### src/rtl/memxbar_pkg.sv
// memxbar_pkg: shared types and helpers for the memristor crossbar blocks
//   cmd_op_e     - command opcodes on the bank command port
//   bank_state_e - bank control FSM states
//   sat_add      - unsigned state plus signed step, clamped to [0, max_v]
package memxbar_pkg;

    typedef enum logic [1:0] {
        OP_READ,
        OP_PROGRAM,
        OP_RESET_STATE,
        OP_ILLEGAL
    } cmd_op_e;

    typedef enum logic [1:0] {
        IDLE,
        EXEC,
        RESP
    } bank_state_e;

    // s is an unsigned state, d a two's-complement step; two guard bits keep
    // the sum exact before clamping
    function automatic logic [31:0] sat_add(input logic [31:0] s, input logic [31:0] d,
                                            input logic [31:0] max_v);
        logic signed [33:0] sum;
        sum = $signed({2'b00, s}) + $signed({{2{d[31]}}, d});
        return (sum < 0) ? 32'd0 : (sum > $signed({2'b00, max_v})) ? max_v : sum[31:0];
    endfunction

endpackage

### src/rtl/memristor_conductance.sv
// memristor_conductance: doped-width state to conductance, then voltage * G
//   state_i   - unsigned doped-width fraction (0 = R_off, all ones = R_on)
//   voltage_i - signed applied voltage
//   current_o - signed full-precision voltage * G
module memristor_conductance #(
    parameter int W_BITS = 16,
    parameter int V_BITS = 8,
    parameter int G_BITS = 16,
    parameter int G_ON   = 10000,
    parameter int G_OFF  = 63
) (
    input  logic [W_BITS-1:0]              state_i,
    input  logic [V_BITS-1:0]              voltage_i,
    output logic signed [V_BITS+G_BITS:0]  current_o
);

    localparam int CW = V_BITS + G_BITS + 1;
    localparam logic [31:0] G_SPAN = 32'(G_ON - G_OFF);

    logic [31:0]          prod;
    logic [G_BITS-1:0]    g;
    logic signed [CW-1:0] v_ext;
    logic signed [CW-1:0] g_ext;

    // G is unsigned, so it gets a zero sign bit before the signed multiply
    always_comb begin
        prod      = G_SPAN * 32'(state_i);
        g         = G_BITS'(32'(G_OFF) + (prod >> W_BITS));
        v_ext     = {{(CW-V_BITS){voltage_i[V_BITS-1]}}, voltage_i};
        g_ext     = {{(CW-G_BITS){1'b0}}, g};
        current_o = v_ext * g_ext;
    end

endmodule

### src/rtl/memristor_bank.sv
// memristor_bank: N_CELLS memristor device states served over valid/ready ports
//   cmd_valid/cmd_ready - command handshake; cmd_op, cmd_addr, cmd_voltage, cmd_pulses
//   rsp_valid/rsp_ready - response handshake; rsp_current, rsp_state, rsp_err
//   busy                - high whenever a command is in flight
module memristor_bank
    import memxbar_pkg::*;
#(
    parameter int N_CELLS = 8,
    parameter int W_BITS  = 16,
    parameter int V_BITS  = 8,
    parameter int G_BITS  = 16,
    parameter int G_ON    = 10000,
    parameter int G_OFF   = 63,
    parameter int MU_GAIN = 6
) (
    input  logic                         clk,
    input  logic                         rst_n,
    input  logic                         cmd_valid,
    output logic                         cmd_ready,
    input  logic [1:0]                   cmd_op,
    input  logic [$clog2(N_CELLS)-1:0]   cmd_addr,
    input  logic [V_BITS-1:0]            cmd_voltage,
    input  logic [7:0]                   cmd_pulses,
    output logic                         rsp_valid,
    input  logic                         rsp_ready,
    output logic signed [V_BITS+G_BITS:0] rsp_current,
    output logic [W_BITS-1:0]            rsp_state,
    output logic                         rsp_err,
    output logic                         busy
);

    localparam int AW = $clog2(N_CELLS);
    localparam int CW = V_BITS + G_BITS + 1;
    localparam logic [W_BITS-1:0] HALF  = {1'b1, {(W_BITS-1){1'b0}}};
    localparam logic [31:0]       MAX_S = {{(32-W_BITS){1'b0}}, {W_BITS{1'b1}}};

    bank_state_e          state_q, state_d;
    cmd_op_e              op_q, op_d;
    logic [AW-1:0]        addr_q, addr_d;
    logic [V_BITS-1:0]    volt_q, volt_d;
    logic [7:0]           cnt_q, cnt_d;
    logic [W_BITS-1:0]    cells_q [N_CELLS];
    logic signed [CW-1:0] rsp_current_q, rsp_current_d;
    logic [W_BITS-1:0]    rsp_state_q, rsp_state_d;
    logic                 rsp_err_q, rsp_err_d;

    logic [W_BITS-1:0]    cur;
    logic [W_BITS-1:0]    cell_d;
    logic [31:0]          step;
    logic signed [CW-1:0] cur_i;
    logic                 err, prog, last, cell_we;

    // conductance and current always follow the post-update cell value
    memristor_conductance #(
        .W_BITS (W_BITS),
        .V_BITS (V_BITS),
        .G_BITS (G_BITS),
        .G_ON   (G_ON),
        .G_OFF  (G_OFF)
    ) u_cond (
        .state_i   (cell_d),
        .voltage_i (volt_q),
        .current_o (cur_i)
    );

    always_comb begin
        err     = (op_q == OP_ILLEGAL) || (32'(addr_q) >= 32'(N_CELLS));
        cur     = cells_q[addr_q];
        step    = {{(32-V_BITS){volt_q[V_BITS-1]}}, volt_q} << MU_GAIN;
        prog    = (op_q == OP_PROGRAM) && (cnt_q != 8'd0);
        cell_d  = prog ? W_BITS'(sat_add(32'(cur), step, MAX_S))
                       : (op_q == OP_RESET_STATE) ? HALF : cur;
        cell_we = (state_q == EXEC) && !err && (prog || op_q == OP_RESET_STATE);
        // errors, READ, RESET_STATE and zero-pulse PROGRAM all take one EXEC cycle
        last    = err || !(prog && cnt_q > 8'd1);
        state_d       = state_q;
        op_d          = op_q;
        addr_d        = addr_q;
        volt_d        = volt_q;
        cnt_d         = cnt_q;
        rsp_current_d = rsp_current_q;
        rsp_state_d   = rsp_state_q;
        rsp_err_d     = rsp_err_q;
        if (state_q == IDLE && cmd_valid) begin
            state_d = EXEC;
            op_d    = cmd_op_e'(cmd_op);
            addr_d  = cmd_addr;
            volt_d  = cmd_voltage;
            cnt_d   = cmd_pulses;
        end
        if (state_q == EXEC) begin
            cnt_d = prog ? cnt_q - 8'd1 : cnt_q;
            if (last) begin
                state_d       = RESP;
                rsp_state_d   = err ? '0 : cell_d;
                rsp_current_d = (err || op_q == OP_RESET_STATE) ? '0 : cur_i;
                rsp_err_d     = err;
            end
        end
        if (state_q == RESP && rsp_ready) state_d = IDLE;
    end

    always_ff @(posedge clk or negedge rst_n) begin
        if (!rst_n) begin
            state_q       <= IDLE;
            op_q          <= OP_READ;
            addr_q        <= '0;
            volt_q        <= '0;
            cnt_q         <= '0;
            rsp_current_q <= '0;
            rsp_state_q   <= '0;
            rsp_err_q     <= 1'b0;
            for (int i = 0; i < N_CELLS; i++) cells_q[i] <= HALF;
        end else begin
            state_q       <= state_d;
            op_q          <= op_d;
            addr_q        <= addr_d;
            volt_q        <= volt_d;
            cnt_q         <= cnt_d;
            rsp_current_q <= rsp_current_d;
            rsp_state_q   <= rsp_state_d;
            rsp_err_q     <= rsp_err_d;
            if (cell_we) cells_q[addr_q] <= cell_d;
        end
    end

    assign cmd_ready   = (state_q == IDLE);
    assign busy        = !cmd_ready;
    assign rsp_valid   = (state_q == RESP);
    assign rsp_current = rsp_current_q;
    assign rsp_state   = rsp_state_q;
    assign rsp_err     = rsp_err_q;

endmodule

### config.mk
export PLATFORM = sky130hd
export DESIGN_NAME = memristor_bank
export DESIGN_NICKNAME = d
export VERILOG_FILES = /design/src/rtl/memxbar_pkg.sv /design/src/rtl/memristor_conductance.sv /design/src/rtl/memristor_bank.sv
export SDC_FILE = /design/constraint.sdc
export NUM_CORES = 1
export LEC_CHECK = 0
export CELL_PAD_IN_SITES_DETAIL_PLACEMENT = 2
export CELL_PAD_IN_SITES_GLOBAL_PLACEMENT = 2
export CORE_MARGIN = 3
export CORE_UTILIZATION = 44
export CTS_BUF_LIST = sky130_fd_sc_hd__clkbuf_4 sky130_fd_sc_hd__clkbuf_8
export DETAILED_ROUTE_END_ITERATION = 16
export GPL_ROUTABILITY_DRIVEN = 0
export PLACE_DENSITY_LB_ADDON = 0.15
export SETUP_SLACK_MARGIN = 0.02
export SLEW_MARGIN = 20
export SYNTH_ARGS = -nofsm -noshare
export SYNTH_HDL_FRONTEND = slang
export SYNTH_SLANG_ARGS = --single-unit
export TNS_END_PERCENT = 50
### constraint.sdc
create_clock -name clk -period 27.8 [get_ports clk]
set_input_delay 6.95 -clock clk [delete_from_list [all_inputs] [get_ports clk]]
set_output_delay 6.95 -clock clk [all_outputs]
set_load 0.02 [all_outputs]
==> Yosys cells after proc, flatten, opt, wreduce, memory -nomap -nowiden <==
Cells that the tools add are included.
{ "totals": {"ff_bits": 193, "input_bits": 25, "output_inout_bits": 45, "wordCells": 70} }
{ "classes": {"n_addsub": 3, "multipliers": 2, "magnitude_cmp": 5, "eq_ne": 6, "muxes": 19, "n_bitwise": 1, "reduce_logical": 18} }
{ "ops": {"columns": ["cell", "n"], "rows": [
  ["128-bit bitwise mux", 1],
  ["16-bit 2-to-1 mux", 8],
  ["16-bit binary-select mux with 3-bit select", 1],
  ["16-bit demux with 3-bit select", 1],
  ["14-bit by 16-bit multiplier with 30-bit output, first input constant", 1],
  ["25-bit 2-to-1 mux", 1],
  ["8-bit by 16-bit multiplier with 24-bit output", 1],
  ["8-bit 2-to-1 mux", 3],
  ["17-bit by 14-bit adder with 18-bit output", 1],
  ["18-bit by 17-bit greater-than comparator with 1-bit output, second input constant", 1],
  ["18-bit by 1-bit < comparator with 1-bit output, second input constant", 1],
  ["6-bit by 14-bit adder with 15-bit output, first input constant", 1],
  ["8-bit by 1-bit greater-than comparator with 1-bit output, second input constant", 1],
  ["2-bit 2-to-1 mux", 4],
  ["8-bit nonzero test", 1],
  ["8-bit by 1-bit subtractor with 8-bit output, second input constant", 1],
  ["1-bit logical AND", 7],
  ["2-bit equality test, second input constant", 3],
  ["2-bit by 1-bit equality test with 1-bit output, second input constant", 2],
  ["4-bit >= comparator, second input constant", 1],
  ["4-bit by 1-bit < comparator with 1-bit output, second input constant", 1],
  ["3-bit inverter with 4-bit output", 1],
  ["2-bit AND reduction", 2],
  ["1-bit zero test", 3],
  ["other kinds (4)", 6]
]} }

==> Depth between registers and ports, before layout <==
Gate-level depths: netlist of run 1.
{ "logic_depth": {"depth_word": 13, "depth_mapped": 64, "ltp_nobuf": 60} }

==> Cells and area by module <==
Synthesis of run 1 repeated with hierarchy kept, for this count alone.
{ "unflattened": {"hier_cells": 2029, "area_unflattened_um2": 18622.9} }
{ "modules_own_cells": {"columns": ["mod", "n_inst", "cells_per_inst", "area_per_inst_um2", "seq_area_each_um2"], "rows": [
  ["memristor_bank", 1, 1034, 9885.7, 4839.6],
  ["memristor_conductance", 1, 995, 8737.1, 0.0]
]} }

==> Worst setup path before layout of run 1 <==
Ideal clock, no wire load.
{ "synth_path": {"kind": "register -> register", "from": "register addr_q[2]", "to": "register rsp_current_q[23] (netlist: rsp_current[23])", "setup_time_ns": 0.121, "arrival_ns": 13.692, "t_required_ns": 27.679, "slack_ns": 13.987, "path_stages_with_launch": 55, "n_path_buf": 6, "period_less_slack_ns": 13.813, "cell_sequence": "dfrtp_1 -> clkbuf_1 -> clkbuf_1 -> buf_1 -> mux4_2 -> mux2_2 -> ha_1 -> nor2b_1 -> o31a_1 -> o311a_1 -> or2_2 -> clkbuf_1 -> nor3_1 -> nor2_1 -> o21a_1 -> a21oi_1 -> clkbuf_1 -> inv_1 -> (+19 left out) -> or3_1 -> buf_2 -> a21o_1 -> fa_1 -> inv_1 -> fa_1 -> fa_1 -> inv_1 -> fa_1 -> inv_1 -> ha_1 -> and4_1 -> a21oi_1 -> o211ai_1 -> a41oi_1 -> o21ai_0 -> xnor2_1 -> a22o_1"} }
{ "synth_between": {"elab_chain_cells": 13, "elab_cells_between_ends": 15, "cone_classes": "add/sub: 2; mul: 2; order compare: 2; mux: 8; bitwise: 1"} }
{ "synth_lines": {"columns": ["item", "line_no", "rtl"], "rows": [
  ["start: declaration", "memristor_bank.sv:39", "logic [AW-1:0] addr_q, addr_d;"],
  ["start signal: assignment", "memristor_bank.sv:117", "addr_q <= addr_d;"],
  ["3-bit inverter with 4-bit output (implied by the code) (*)", "memristor_bank.sv:68", "cur = cells_q[addr_q];"],
  ["16-bit binary-select mux with 3-bit select (*)", "memristor_bank.sv:68", null],
  ["16-bit 2-to-1 mux (implied by the code) (*) (2 in a row)", "memristor_bank.sv:68", null],
  ["17-bit by 14-bit adder with 18-bit output", "memxbar_pkg.sv:25", "sum = $signed({2'b00, s}) + $signed({{2{d[31]}}, d});"],
  ["18-bit by 17-bit greater-than comparator with 1-bit output", "memxbar_pkg.sv:26", "return (sum < 0) ? 32'd0 : (sum > $signed({2'b00, max_v})) ? max_v : sum[31:0];"],
  ["16-bit 2-to-1 mux (2 in a row)", "memxbar_pkg.sv:26", null],
  ["16-bit 2-to-1 mux (*)", "memristor_bank.sv:71", "cell_d = prog ? W_BITS'(sat_add(32'(cur), step, MAX_S))"],
  ["named net cell_d[8]", "memristor_bank.sv:48", "logic [W_BITS-1:0] cell_d;"],
  ["14-bit by 16-bit multiplier with 30-bit output (*)", "memristor_conductance.sv:27", "prod = G_SPAN * 32'(state_i);"],
  ["6-bit by 14-bit adder with 15-bit output (*)", "memristor_conductance.sv:28", "g = G_BITS'(32'(G_OFF) + (prod >> W_BITS));"],
  ["8-bit by 16-bit multiplier with 24-bit output (*)", "memristor_conductance.sv:31", "current_o = v_ext * g_ext;"],
  ["25-bit 2-to-1 mux (*)", "memristor_bank.sv:96", "rsp_current_d = (err || op_q == OP_RESET_STATE) ? '0 : cur_i;"],
  ["end signal: assignment", "memristor_bank.sv:120", "rsp_current_q <= rsp_current_d;"],
  ["end: declaration", "memristor_bank.sv:43", "logic signed [CW-1:0] rsp_current_q, rsp_current_d;"]
]} }
The timed path passes the listed nets; every way through them passes the cells marked *. The select of a mux whose other input is x is not followed.
A chain may end at the register's enable or synchronous reset.

==> Final worst setup path of run 1 <==
{ "layout_path": {"from": "register addr_q[1]", "to": "register rsp_current_q[20] (netlist: rsp_current[20])"} }
Same word-level chain as after synthesis.

==> results of run 1 <==
## Yosys cell counts (4+ instances only)
cell type  number  area share
o21bai_1        9      0.0040
o22ai_1         6      0.0022
a21oi_1        82       0.024
fa_1          134        0.16
nand2_1       218       0.048
a22oi_1        10      0.0044
dfrtp_1       184        0.27
a22o_1         13      0.0067
nor2b_1         6      0.0022
buf_1           4     0.00089
a31oi_1         5      0.0018
mux4_2         16       0.021
a221oi_1       13      0.0067
nor4_1         17      0.0063
a211o_1         5      0.0026
a211oi_1        4      0.0018
xnor2_1        29       0.015
nand3_1        23      0.0068
o21ai_0       194       0.057
o21a_1         10      0.0044
buf_2           6      0.0018
and3_1          5      0.0018
xor2_1         19      0.0098
inv_1         231       0.051
mux2i_1        10      0.0059
clkbuf_1       64       0.014
and2_1         36       0.013
nand2b_1       25      0.0092
nor3_1         16      0.0047
nor2_1         97       0.022
o211ai_1        7      0.0031
or3_1          10      0.0037
dfstp_2         8       0.012
o211ai_2        4      0.0030
nand4_1         5      0.0018
clkinv_1        6      0.0013
a21o_1         26       0.012
mux2_2         13      0.0086
ha_1          179        0.13
o31ai_1         8      0.0035
## cell families (layout without fill, tap and decap cells)
group,after synthesis,in the layout,share of synthesized area
flip-flops,192,192,0.2845
AO/OA/AOI/OAI,434,434,0.1595
buffers and inverters,313,367,0.07053
multiplexers,41,41,0.03748
XOR/XNOR,49,49,0.02647
AND/OR/NAND/NOR,479,479,0.1307
adder cells (fa/ha/maj),313,313,0.2908
## per-layer routing
metal	GRT usage	wire length (um)	part of all wire
met5	0	0	0
met4	0.08265	1559	0.028
met3	0.03141	1424	0.025
met2	0.5067	29000	0.52
met1	0.3566	23870	0.43
## worst paths after layout
path,start,to,cells after the start
min reg2reg,cells_q[47]$_DFFE_PN1P_,cells_q[47]$_DFFE_PN1P_,2
min in group asynchronous,rst_n,cnt_q[0]$_DFFE_PN0P_,1
max in group asynchronous,rst_n,cells_q[89]$_DFFE_PN0P_,2
min,cells_q[47]$_DFFE_PN1P_,cells_q[47]$_DFFE_PN1P_,2
max,addr_q[1]$_DFFE_PN0P_,rsp_current[20]$_DFFE_PN0P_,55
max reg2reg,addr_q[1]$_DFFE_PN0P_,rsp_current[20]$_DFFE_PN0P_,55
## state kept, by name, indices dropped and copies added (netlist names)
| register | cells |
|---|---|
| cells_q | 128 |
| rsp_current | 24 |
| rsp_state | 16 |
| cnt_q | 8 |
| volt_q | 8 |
| addr_q | 3 |
| op_q | 2 |
| state_q | 2 |
| rsp_err | 1 |
## stage by stage
stage	area [um^2]	setup slack, ns	cells
finish	18620	11.42	2386
global route	18620	10.59	2386
global placement	18180	12.30	2353
floorplan	16920	13.99	1821
detailed placement	18180	11.62	2353
CTS	18610	11.50	2385
## area by class of cell
cell class                 count  share of cell area
clock buffer                  17             0.01256
sequential                   192              0.2586
timing repair buffer          98             0.04918
tap                          511             0.03433
inverter                     237             0.04777
multi-input combinational   1316              0.5867
clock inverter                15             0.01082
## critical path: cells and delay by family (launching register included)
kind / cells / cell delay [ns]
and+or+nand+nor: 6 / 1.80
adders and majority gates: 13 / 5.55
xor gates and xnor gates: 4 / 1.10
buffers and inverters: 10 / 1.76
AOI/OAI and AO/OA: 22 / 5.67
DFF: 1 / 0.35
## placed cells by master (no fill, tap or decap), drive strengths merged, types with 23 or more instances in the layout
master / n
nor2: 97
nand2b: 25
fa: 134
buf: 29
nand3: 23
a21o: 26
inv: 241
dfrtp: 184
a21oi: 83
nand2: 218
clkdlybuf4s50: 68
o21ai: 199
and2: 36
xnor2: 29
ha: 179
==> results_dict.tcl, run 1 <==
set metrics [dict create \
    diodes 0 \
    crit_fanout 33 \
    hpwl_um 42880 \
    critical_path.max_stage_delay_ns 0.63 \
    antenna_left 0 \
    drv_slew 0 \
    path_class "reg -> reg" \
    grt_setup_unrepaired "false" \
    grt_pass1_wl_um 89610 \
    seqCellArea_mm2 0.004816 \
    cp.arrival_ns 16.82 \
    fin_nets 2200 \
    wl_um 55850 \
    syn_nets 2159 \
    grt_pass1_vias 15850 \
    antenna_found_initial 1 \
    chipHeight_um 202.1 \
    crit_top_cell "fa_1" \
    hold_slack_ns 0.4909 \
    cts_resized 0 \
    num-fill-cells 4063 \
    period_needed_ns 16.38 \
    finalCritPeriodShare 0.5892 \
    clkSlewWorstSetupHoldPaths_ns 0.12 \
    cts_buffer_depth 2 \
    rrSetupSlack_ns 11.42 \
    synth_enable_flop_cells 0 \
    synth_seq_cells 192 \
    cp_slowest_cell "xnor2_1" \
    cts_setup_buffers 0 \
    ys_types 80 \
    cts-root-buf "clkbuf_8" \
    die_x_um 202.1 \
    syn_inst 1821 \
    status "finished clean" \
    hold_viol 0 \
    avgSynthCellArea_um2 9.294 \
    utilization 0.4933 \
    clock-sinks 192 \
    worst_pin_slew_ns 0.9962 \
    grt_max_degree 109 \
    track_usage 0.2809 \
    io_buffer_count 69 \
    core-area_mm2 0.03776 \
    timing.fmax_ghz 0.06106 \
    yosys_warnings 0 \
    cts_tree "yes" \
    critPathRequiredTime_ns 28.24 \
    routedWlPerCell_um 23.41 \
    gr-total-overflow 0 \
    insertion_delay_ns 0.56 \
    fp.dieArea_mm2 0.04085 \
    slew_headroom 0.3359 \
    setup_viol 0 \
    yosysSeqAreaShare 0.2845 \
    fin_skew_ns 0.04638 \
    multi_input_area_mm2 0.01093 \
    rows 71 \
    synthToLayoutAreaGrowth_pct 10.04 \
    drtIter0Drc 627 \
    vias 13790 \
    cp-start-kind "flip-flop" \
    start_util 0.4483 \
    drt_pass1_iterations 5 \
    viasPerCell 5.780 \
    num_io_pins 70 \
    netlist_area_mm2 0.01692 \
    drc 0 \
    cts_hold_buf 0 \
    drive_gt1_frac 0.06720 \
    hp-class "reg -> reg" \
    synthArstFlopShare 1.000 \
    synth_ff_type "dfrtp_1" \
    cts_buffers 17 \
    worstSetupEndpointType "flip-flop" \
    cap_violations 0 \
    setup-tns-final_ns 0 \
    h-tree-depth 4 \
]
Power of run 1 is not shown: default switching activity piles up to over one toggle a cycle in this logic, so the estimate is an artifact.
==> run 2: changes to the inputs <==
- CORE_UTILIZATION: 44 -> 41
- clock period: 27.8 -> 15.66 ns (I/O delays scaled with it)
==> run 2 against run 1 <==
  * Wire length grew 1.1%
  * Critical path depth is 4 lower
  * Worst hold slack improved by 0.0044 ns
  * Maximum frequency up 11%
  * Clock-buffer cell count grew 1
  * Via count increased by 0.90%
  * Sequential share of layout area is 0.33 points lower
  * Register-to-register slack lost 11 ns
  * Global-route usage down 1.8 points
  * Clock skew decreased by 0.0051 ns
  * Final area grew 1.4%
  * Die area up 7.1%
==> results_dict.tcl, run 2 (synthesis results as in run 1) <==
set metrics [dict create \
    timing.rr.start "addr_q[2]$_DFFE_PN0P_" \
    track_usage 0.2625 \
    crit_end "rsp_current[23]$_DFFE_PN0P_" \
    finalCritPeriodShare 0.9426 \
    antenna_found_initial 0 \
    largest_register "cells_q" \
    rows 73 \
    critPathRequiredTime_ns 16.10 \
    routedWlPerCell_um 23.30 \
    hold_slack_ns 0.4953 \
    diodes 0 \
    vias 13910 \
    slew_headroom 0.2673 \
    worstSetupEndpointType "flip-flop" \
    hold_viol 0 \
    cts-root-buf "clkbuf_8" \
    synthToLayoutAreaGrowth_pct 11.57 \
    grt_pass1_vias 15900 \
    cts_tree "yes" \
    h-tree-depth 4 \
    hpwl_um 44070 \
    wl_um 56460 \
    hp-class "reg -> reg" \
    multi_input_area_mm2 0.01102 \
    timing.fmax_ghz 0.06775 \
    fp.dieArea_mm2 0.04375 \
    insertion_delay_ns 0.56 \
    crit_fanout 19 \
    io_buffer_count 69 \
    grt_max_degree 95 \
    drt_pass1_iterations 4 \
    seqCellArea_mm2 0.004820 \
    num_io_pins 70 \
    cp_slowest_cell "dfrtp_4" \
    r2r.worst_path.cells 51 \
    drive_gt1_frac 0.08641 \
    largest_reg_flops 128 \
    gr-total-overflow 0 \
    cts_buffers 17 \
    drtIter0Drc 621 \
    layout_commonest_cell "inv_1" \
    cap_violations 0 \
    clkSlewWorstSetupHoldPaths_ns 0.11 \
    fin_nets 2223 \
    status "finished clean" \
    fin_skew_ns 0.04132 \
    chipHeight_um 209.2 \
    drc 0 \
    setup_viol 0 \
    worst_pin_slew_ns 1.096 \
    grt_setup_unrepaired "false" \
    cp.arrival_ns 15.20 \
    cp-start-kind "flip-flop" \
    viasPerCell 5.742 \
    grt_pass1_wl_um 90220 \
    start_util 0.4202 \
    layout_common_cells "inv_1 (231), nand2_1 (218), o21ai_0 (191)" \
    rrSetupSlack_ns 0.90 \
    setup-tns-final_ns 0 \
    num-fill-cells 4309 \
    worstSetupStartpoint "addr_q[2]$_DFFE_PN0P_" \
    antenna_left 0 \
    path_class "reg -> reg" \
    cts_buffer_depth 2 \
    drv_slew 0 \
    period_needed_ns 14.76 \
    clock-sinks 192 \
    die_x_um 209.2 \
    core-area_mm2 0.04028 \
    critical_path.max_stage_delay_ns 0.63 \
    reg2reg_to "rsp_current[23]$_DFFE_PN0P_" \
]
==> run 2: changes by cell type in the layout (fill, tap and decap cells not counted), sizes merged <==
cell / change
buf: +23
clkbuf: +1
clkinv: -2
inv: +1
==> run 2: repair_timing <==
action,CTS,global route
pin swaps,0,2
setup buffers,0,4
gates resized for setup,1,17
hold endpoints to repair,0,0
hold buffers,0,0
setup endpoints to repair,1,13
==> run 2: metrics by stage <==
stage,std cells,setup slack (ns),area (um^2),util
3_3_place_gp,2387,0.6184,18350,0.4555
3_5_place_dp,2387,0.07716,18350,0.4556
2_1_floorplan,1821,1.847,16920,-
4_1_cts,2419,0.06376,18770,0.4659
5_1_grt,2423,0.02370,18880,0.4688
6_report,2423,0.8994,18880,0.4688
==> run 2: cell type report <==
| cell class | count | share of cell area |
|---|---|---|
| Sequential cell | 192 | 0.2553 |
| Timing Repair Buffer | 121 | 0.05765 |
| Clock inverter | 14 | 0.008416 |
| Clock buffer | 18 | 0.01312 |
| Tap cell | 525 | 0.03479 |
| Inverter | 237 | 0.04711 |
| Multi-Input combinational cell | 1316 | 0.5837 |
==> run 2: worst max-delay path, delay by kind of cell (launching register included) <==
kind,cells,cell delay (ns)
compound gates,18,4.58
xor+xnor,2,0.47
flops,1,0.63
buf+inv,11,1.18
fa+ha+maj,13,5.76
simple gates,7,2.06
==> run 2: worst min-delay path by stage <==
stage | endpoint | start | slack, ns | cells after the start
6_report | rsp_state[15]$_DFFE_PN0P_ | rsp_state[15]$_DFFE_PN0P_ | 0.50 | 2
5_1_grt | cells_q[111]$_DFFE_PN1P_ | cells_q[111]$_DFFE_PN1P_ | 0.51 | 2
4_1_cts | rsp_state[15]$_DFFE_PN0P_ | rsp_state[15]$_DFFE_PN0P_ | 0.50 | 2
3_5_place_dp | cells_q[74]$_DFFE_PN0P_ | cells_q[74]$_DFFE_PN0P_ | 0.47 | 2
3_3_place_gp | cells_q[5]$_DFFE_PN0P_ | cells_q[5]$_DFFE_PN0P_ | 0.46 | 2
2_1_floorplan | cells_q[29]$_DFFE_PN0P_ | cells_q[29]$_DFFE_PN0P_ | 0.44 | 2
==> run 2: routing by layer <==
layer  vias to the layer above  global-route usage  wire length (um)
li1                       6272                   -                 -
met1                      7378              0.3357             24410
met2                       202              0.4659             29260
met3                        62             0.03618              1588
met4                         0             0.07159              1196
met5                         -                   0                 0
Power of run 2 is left out for the same reason.
==> run 3: changes to the inputs <==
- ABC_AREA: default -> 1
- CORE_MARGIN: 3 -> 8
- CORE_UTILIZATION: 41 -> 39
- SYNTH_HIERARCHICAL: default -> 1
==> run 3 against run 2 <==
  * Setup slack gained 0.67 ns
  * Die area is 23% higher
  * Clock-buffer cell count decreased by 1
  * Worst hold slack worse by 0.013 ns
  * Critical endpoint is now rsp_current[24]$_DFFE_PN0P_
==> results_dict.tcl, run 3 <==
set metrics [dict create \
    timing.fmax_ghz 0.07096 \
    period_needed_ns 14.09 \
    slew_headroom 0.2406 \
    cts_buffers 17 \
    rows 79 \
    fin_nets 2722 \
    worstSetupEndpointType "flip-flop" \
    fin_skew_ns 0.02260 \
    clkSlewWorstSetupHoldPaths_ns 0.13 \
    worst_pin_slew_ns 1.139 \
    core-area_mm2 0.04626 \
    gr-total-overflow 0 \
    fp.dieArea_mm2 0.05376 \
    largest_register "cells_q" \
    drc 0 \
    cts-root-buf "clkbuf_8" \
    p_int_uw 625.0 \
    drive_gt1_frac 0.08142 \
    num_io_pins 70 \
    avgSynthCellArea_um2 7.780 \
    io_buffer_count 69 \
    switchingPower_uw 237.6 \
    viasPerCell 5.296 \
    track_usage 0.2451 \
    cts_resized 0 \
    finalCritPeriodShare 0.8999 \
    p_seq_frac 0.578 \
    cts_buffer_depth 2 \
    grt_pass1_vias 18310 \
    synthTopCellsByCount "nand2_1 (738), inv_1 (354), dfrtp_1 (185)" \
    yosysMostFrequentCell "nand2_1" \
    powerDensity_mw_per_mm2 43.54 \
    synthArstFlopShare 1.000 \
    layout_commonest_cell "nand2_1" \
    wl_um 64730 \
    p_leak_nw 10.98 \
    clockPowerShare 0.402 \
    synth_area_leaders "dfrtp_1 (25%), nand2_1 (15%), fa_1 (15%)" \
    placedInstanceArea_mm2 0.01941 \
    hpwl_um 51250 \
    setup-tns-final_ns 0 \
    peakVddDrop_mv 0.08482 \
    cts_hold_buf 0 \
    synthToLayoutAreaGrowth_pct 9.019 \
    comb_power_share 0.021 \
    start_util 0.3929 \
    largest_reg_flops 128 \
    synth_enable_flop_cells 0 \
    ys_types 60 \
    die_x_um 231.9 \
    drt_pass1_iterations 5 \
    layout_common_cells "nand2_1 (737), inv_1 (354), dfrtp_1 (185)" \
    clock-sinks 193 \
    yosys_warnings 6 \
    cp_top_family "adder cells" \
    sw_frac_of_total 0.2755 \
    cts_setup_buffers 0 \
    netlist_area_mm2 0.01817 \
    power_uw 862.6 \
    antenna_left 0 \
    crit_fanout 15 \
    cap_violations 0 \
    drtIter0Drc 708 \
    synth_seq_cells 193 \
    synth_area_leader_cell "dfrtp_1" \
    synth_top_area_frac 0.2547 \
    cp-start-kind "flip-flop" \
    setup_viol 0 \
    critical_path.max_stage_delay_ns 0.76 \
    design_area_mm2 0.01981 \
    worstSetupStartpoint "addr_q[2]$_DFFE_PN0P_" \
    hold_slack_ns 0.4819 \
    critical_path_buf_inv_count 9 \
    drv_slew 0 \
    h-tree-depth 4 \
    grt_pass1_wl_um 102900 \
    routedWlPerCell_um 21.55 \
    hold_viol 0 \
    insertion_delay_ns 0.56 \
    hp-class "reg -> reg" \
    synth_ff_type "dfrtp_1" \
    hp-start "cells_q[15]$_DFFE_PN1P_" \
    syn_inst 2336 \
    syn_nets 2676 \
    cp.arrival_ns 14.56 \
    status "finished clean" \
    timing.rr.start "addr_q[2]$_DFFE_PN0P_" \
    cp_slowest_cell "a21oi_1" \
    antenna_found_initial 2 \
    path_class "reg -> reg" \
    rrSetupSlack_ns 1.57 \
    cts_tree "yes" \
    critPathRequiredTime_ns 16.13 \
    grt_max_degree 79 \
    grt_setup_unrepaired "false" \
    yosysSeqAreaShare 0.2663 \
    chipHeight_um 231.9 \
    vias 15910 \
]
[run 3: path summary, 6_finish.rpt]
check,end,cells after the start
setup reg to reg,rsp_current[24]$_DFFE_PN0P_,54
setup / recovery,rsp_current[24]$_DFFE_PN0P_,54
max in group asynchronous,cells_q[81]$_DFFE_PN0P_,3
hold reg to reg,cells_q[15]$_DFFE_PN1P_,2
hold / removal,cells_q[15]$_DFFE_PN1P_,2
min in group asynchronous,cnt_q[5]$_DFFE_PN0P_,1
[run 3: power by group through the flow]
stage	combinational (mW)	clock, mW	sequential [mW]
2_1_floorplan	0.000422	0	0.508
3_3_place_gp	0.0185	0	0.508
3_5_place_dp	0.0187	0	0.508
4_1_cts	0.0188	0.358	0.498
5_1_grt	0.0204	0.370	0.498
6_report	0.0180	0.346	0.498
[run 3: through the flow]
step	utilization	worst slack, ns	std cells
global placement	0.4195	2.315	2970
detailed placement	0.4195	1.575	2970
CTS	0.4281	1.550	3002
floorplan	-	3.953	2336
global route	0.4282	0.6805	3003
finish	0.4283	1.568	3004
[run 3: layout make-up]
class                   instances  area [um^2]
diodes                          2        5.005
clock buffers                  17        234.0
clock inverters                15        162.7
fillers                      5417        26450
inverters                     382         1441
multi-input cells            1704        11560
flip-flops and latches        193         4840
well taps                     607        759.5
repair buffers                 84        810.8
[run 3: tightest hold or removal path: stages (launching register included)]
cell,delay [ns]
dfstp_2,0.39
nand2_1,0.06
nand2_1,0.05
[run 3: kinds of logic (layout without fill, tap and decap cells)]
group / Yosys count / count (layout) / share of synthesized area
AND/OR/NAND/NOR: 1159 / 1159 / 0.2819
buffers and inverters: 439 / 498 / 0.09776
adder cells (fa/ha/maj): 315 / 315 / 0.2722
flip-flops: 193 / 193 / 0.2663
AO/OA/AOI/OAI: 187 / 187 / 0.05907
XOR/XNOR: 37 / 37 / 0.01907
multiplexers: 6 / 6 / 0.003717
other: 0 / 2 / 0
[run 3: per-layer routing]
layer | wire [um] | global-route usage | vias up
li1 | - | - | 7344
met1 | 29410 | 0.3161 | 8163
met2 | 31490 | 0.4229 | 307
met3 | 2378 | 0.03457 | 92
met4 | 1436 | 0.07240 | 2
met5 | 13 | 0 | -
Power figures use the tool's default switching activity.
